File: config.mk
export PLATFORM = sky130hd
export DESIGN_NAME = hazard_scoreboard
export DESIGN_NICKNAME = d
export VERILOG_FILES = /design/src/rtl/hazard_scoreboard.sv
export SDC_FILE = /design/constraint.sdc
export NUM_CORES = 1
export LEC_CHECK = 0
export CORE_ASPECT_RATIO = 1.75
export CORE_MARGIN = 3
export CORE_UTILIZATION = 30
export DETAILED_ROUTE_END_ITERATION = 10
export PLACE_DENSITY_LB_ADDON = 0.2
export SYNTH_ARGS = -nofsm -noshare
export SYNTH_HDL_FRONTEND = slang
export SYNTH_SLANG_ARGS = --single-unit
File: constraint.sdc
create_clock -name clk -period 4.2 [get_ports clk]
set_input_delay 1.05 -clock clk [delete_from_list [all_inputs] [get_ports clk]]
set_output_delay 1.05 -clock clk [all_outputs]
set_load 0.02 [all_outputs]
File: src/rtl/hazard_scoreboard.sv
// hazard_scoreboard: in-flight writer scoreboard driving ID stall, per-port forwarding selects and MD busy tracking.
// Optional HAZARD_PERF_EN adds stall_cnt/md_stall_cnt performance counters.
module hazard_scoreboard #(
  parameter int NUM_RD  = 2,
  parameter int STAGES  = 3,
  parameter int AW      = 5,
  parameter int TW      = 2,
  parameter int MUL_LAT = 5,
  parameter int DIV_LAT = 10,
  localparam int SW     = $clog2(STAGES + 1),
  localparam int FW     = SW + 2
) (
  input  logic                 clk,
  input  logic                 rst_n,
  input  logic                 id_valid,
  input  logic [NUM_RD*AW-1:0] id_ra,
  input  logic [NUM_RD*TW-1:0] id_tuse,
  input  logic [AW-1:0]        id_wa,
  input  logic [TW-1:0]        id_tnew,
  input  logic [1:0]           id_src,
  input  logic                 id_md_use,
  input  logic                 md_start,
  input  logic                 md_is_div,
  input  logic                 flush,
  output logic                 stall,
  output logic [NUM_RD*FW-1:0] fwd_sel,
`ifdef HAZARD_PERF_EN
  output logic [31:0]          stall_cnt,
  output logic [31:0]          md_stall_cnt,
`endif
  output logic                 md_busy
);
  localparam int MAXL = (MUL_LAT > DIV_LAT) ? MUL_LAT : DIV_LAT;
  localparam int CW   = $clog2(MAXL + 1);
  logic          v    [STAGES];
  logic [AW-1:0] wa   [STAGES];
  logic [TW-1:0] tnew [STAGES];
  logic [1:0]    src  [STAGES];
  logic [CW-1:0] cnt;
  logic [NUM_RD-1:0] hz;
  logic md_hz;
  assign md_busy = cnt != '0;
  // Entry 0 takes the ID instruction; older entries age by one stage and count Tnew down to 0.
  always_ff @(posedge clk or negedge rst_n) begin
    if (!rst_n) begin
      for (int k = 0; k < STAGES; k++) begin
        v[k]    <= 1'b0;
        wa[k]   <= '0;
        tnew[k] <= '0;
        src[k]  <= '0;
      end
      cnt <= '0;
    end else if (flush) begin
      for (int k = 0; k < STAGES; k++) v[k] <= 1'b0;
      cnt <= '0;
    end else begin
      v[0]    <= !stall && id_valid && id_wa != '0;
      wa[0]   <= id_wa;
      tnew[0] <= id_tnew;
      src[0]  <= id_src;
      for (int k = 1; k < STAGES; k++) begin
        v[k]    <= v[k-1];
        wa[k]   <= wa[k-1];
        tnew[k] <= tnew[k-1] == '0 ? '0 : tnew[k-1] - 1'b1;
        src[k]  <= src[k-1];
      end
      cnt <= md_start ? (md_is_div ? CW'(DIV_LAT) : CW'(MUL_LAT)) : cnt - CW'(md_busy);
    end
  end
  // Youngest match wins; a not-yet-ready writer within the reader's Tuse is forwarded later downstream.
  always_comb begin
    logic [AW-1:0] ra;
    logic [TW-1:0] tu;
    logic          found;
    hz      = '0;
    fwd_sel = '0;
    ra      = '0;
    tu      = '0;
    found   = 1'b0;
    for (int i = 0; i < NUM_RD; i++) begin
      ra    = id_ra[i*AW +: AW];
      tu    = id_tuse[i*TW +: TW];
      found = 1'b0;
      for (int k = 0; k < STAGES; k++) begin
        if (!found && id_valid && ra != '0 && v[k] && wa[k] == ra) begin
          found = 1'b1;
          if (tnew[k] > tu) hz[i] = 1'b1;
          else if (tnew[k] == '0) fwd_sel[i*FW +: FW] = {SW'(k + 1), src[k]};
        end
      end
    end
    md_hz = id_md_use && (md_busy || md_start);
    stall = id_valid && (|hz || md_hz);
  end
`ifdef HAZARD_PERF_EN
  always_ff @(posedge clk or negedge rst_n) begin
    if (!rst_n) begin
      stall_cnt    <= '0;
      md_stall_cnt <= '0;
    end else begin
      if (stall) stall_cnt <= stall_cnt + 32'd1;
      if (stall && !(|hz)) md_stall_cnt <= md_stall_cnt + 32'd1;
    end
  end
`endif
endmodule

==> summary.md <==
| Metric | Value |
|---|---|
| Wire per inst | 14.9 um |
| GR Util All Layers | 14.2% |
| Final Hold Vio Count | 0 |
| Crit path DAT | 3.06 ns |
| Worst-path fanout max | 3 |
| Nets | approximately 350 |
| CP Launch Type | primary input |
| Max transition margin | between 60% and 70% |
| Status | complete, no violations |
| Area of the multi-input gates | 1390 sq um |
| Clk root buf | clkbuf_16 |
| Setup CP Type | in -> out |
| Synth area leader | dfrtp_1 |
| CTS tree | yes |
| Register area | approximately 850 sq um |
| Max Clock Skew | around 0.0025 ns |
| Final setup fails | 0 |
| Clk pwr share | 35.1% |
| Vias per inst | 4.84 |
| Peak VDD IR | 0.223 mV |
| Htree depth | 2 |
| First-pass GRT wire length | 9.29 mm |
| Cts bufs inserted | 5 |
| Yosys warning total | 0 |
| Area Overhead vs Synth | 43.6% |
| Max cap viols | 0 |
| Minimum clock period | slightly above 4 ns |
| FILL cells | 719 |
| CTS Buffer Depth | 2 |
| Die Height | 120 um |
| Vias in the first global route | slightly below 2k |
| RSZ-0062 raised after global routing | true |
| Worst Setup End Kind | output pin |
| Drt pass-1 iters | 4 |
| Sequential-to-total area share from yosys stat | 38.0% |
| DRT Wirelength | 5.91 mm |
| Mapped Area | about 2200 sq um |
| Comb pwr share | 25.3% |
| Initial core utilization | roughly 31% |
| Largest net degree at the start of global routing | 37 |
| Final Power | approximately 1.1 mW |
| DRC Markers | 0 |
| Fin. max-slew vios | 0 |
| Leakage | 1.50 nW |
| Grt total ovfl | 0 |
| Most common cell after layout, fill and taps aside | buf_4 |
| Synth Net Count | 272 |
| Internal Power | 0.749 mW |
| Reg power frac | 39.7% |
| Number of enable flip-flop cells after synthesis | 0 |
| Final Wtd Congestion | 0.809 |
| Initial antenna violation count | 0 |
| Post-synth top area share | 38.0% |
| WP data required | 3.15 ns |
| I/O Pins | 40 |
| Main synth FF type | dfrtp_1 |
| Async set or reset register ratio after synthesis | 100% |
| Hold WC Path Type | reg -> reg |
| Port-buffer cells | 39 |
| Switching part of the total | 29.4% |
| Share of layout cells above drive strength 1 | between 30% and 40% |
| Die footprint | between 8000 and 9000 sq um |
| Synth cell types | 39 |
| Clock sinks | 34 |
| Row cnt | 41 |
| Post-DRT Antenna Nets | 0 |
| Worst slew pin tran | around 0.47 ns |
| Die W | 71.3 um |
| Worst-Skew Late Latency | about 0.28 ns |
| Final clock period utilization by the worst path | 97.8% |
| Fmax | 0.243 GHz |
| Pwr per Cell Area | approximately 330 nW/um^2 |
| Synth area leaders | dfrtp_1 38%, mux2_2 12%, ha_1 7.8%, xnor2_1 6.6%, xor2_1 5.9% |
| Net Sw Power | 0.311 mW |
| Hold Buf Count CTS | 0 |
| Cells after Synth | roughly 230 |
| Vias | ~1.9k |
| Commonest non-fill, non-tap cells in the layout | 41 x buf_4, 34 x dfrtp_1, 25 x nand2_1, 23 x mux2_2, 19 x clkdlybuf4s50_1 |
| Hpwl dp | about 4.6 mm |
| Syn_area_per_cell | around 10 sq um |
| FF+latch count, synth | 34 |
| Core ar. | a little over 7000 sq um |
| Final hold slack | 0.513 ns |
| DR iter-0 viols | 51 |
| Worst-path clk slew | 0.05 ns |
| Antenna Cells | 0 |
-- per-stage QoR --
stage	TNS [ns]	area, sq um	util [%]	setup slack (ns)	instances
after detailed placement	-3.97	2990	41.4	-0.688	385
after global placement	-3.92	2990	41.4	-0.671	385
after CTS	0	3190	44.1	0.00712	396
final	0	3220	44.5	0.0922	396
after floorplan	0	2240	-	0.519	228
after global routing	-0.108	3220	44.5	-0.108	396
-- power by group through the flow --
| stage | registers (mW) | logic, mW | clock network (mW) |
|---|---|---|---|
| 2_1_floorplan | 0.409 | 0.157 | 0 |
| 3_3_place_gp | 0.427 | 0.256 | 0 |
| 5_1_grt | 0.427 | 0.301 | 0.400 |
| 4_1_cts | 0.422 | 0.264 | 0.384 |
| 6_report | 0.420 | 0.268 | 0.372 |
| 3_5_place_dp | 0.427 | 0.261 | 0 |
-- cell usage after synthesis (2+ instances only) --
cell and count:
mux2_2 23, clkbuf_1 3, a21o_1 3, mux2i_1 2
or3b_1 2, nand2_1 25, ha_1 14, xor2_1 15
inv_1 14, and3_1 3, a21oi_1 9, o21bai_1 2
nand3_1 5, nor2b_1 6, nor3_1 6, nand4b_1 2
xnor2_1 17, o21ai_0 9, nand4_1 2, dfrtp_1 34
nor2_1 11, nor4_1 4
-- final cells by class --
cell class                 count  share of cell area, %
inverter                      14                   1.63
clock buffer                   6                   4.32
clock inverter                 2                  0.389
tap                           86                   3.34
multi-input combinational    176                   43.2
sequential                    34                   26.4
timing repair buffer          78                   20.6
-- flip-flops by register name, summed over array words and instances, names as in the netlist --
| register | flops |
|---|---|
| cnt | 4 |
| src | 6 |
| tnew | 6 |
| v | 3 |
| wa | 15 |
-- critical path, cell delays in order --
cell and delay [ns]:
clkdlybuf4s50_1 0.45, inv_1 0.06, ha_1 0.30, nor2b_1 0.14, o21ai_0 0.13, and3_1 0.21, nand4b_1 0.14, buf_4 0.18
nand2_1 0.07, dlygate4sd2_1 0.33
-- timing repair --
item,in CTS,in global routing
buffers inserted,3,0
endpoints found under the setup margin,9,6
cloned,0,0
gates resized for setup,44,18
pin swaps,7,3
endpoints found under the hold margin,0,0
-- cells by family after synthesis --
logic type      Yosys count  share of synthesized area, %
simple gates             73                          16.9
buf+inv                  18                          3.01
mux                      25                          12.5
flops                    34                          38.0
fa+ha+maj                14                          7.82
compound gates           32                          9.32
xor+xnor                 32                          12.5
-- layer usage --
layer | track usage [%] | share of wire [%] | wire length, um
met5 | 0 | 0 | 0
met4 | 5.53 | 1.9 | 114
met3 | 2.66 | 3.1 | 184
met2 | 27.0 | 58 | 3400
met1 | 14.8 | 37 | 2210
-- worst paths after layout --
path	end	start	slack [ns]	cells after the start
worst min-delay path	tnew[0]$_DFFE_PN0N_	tnew[0]$_DFFE_PN0N_	0.51	2
min in group asynchronous	wa[8]$_DFFE_PN0N_	rst_n	1.19	2
worst min register to register	tnew[0]$_DFFE_PN0N_	tnew[0]$_DFFE_PN0N_	0.51	2
worst max register to register	v[2]$_DFF_PN0_	wa[5]$_DFFE_PN0N_	2.25	8
worst max-delay path	fwd_sel[2]	id_tuse[1]	0.09	10
max in group asynchronous	tnew[4]$_DFFE_PN0N_	rst_n	2.68	2
Note: power is estimated with default switching activity, not from simulation.
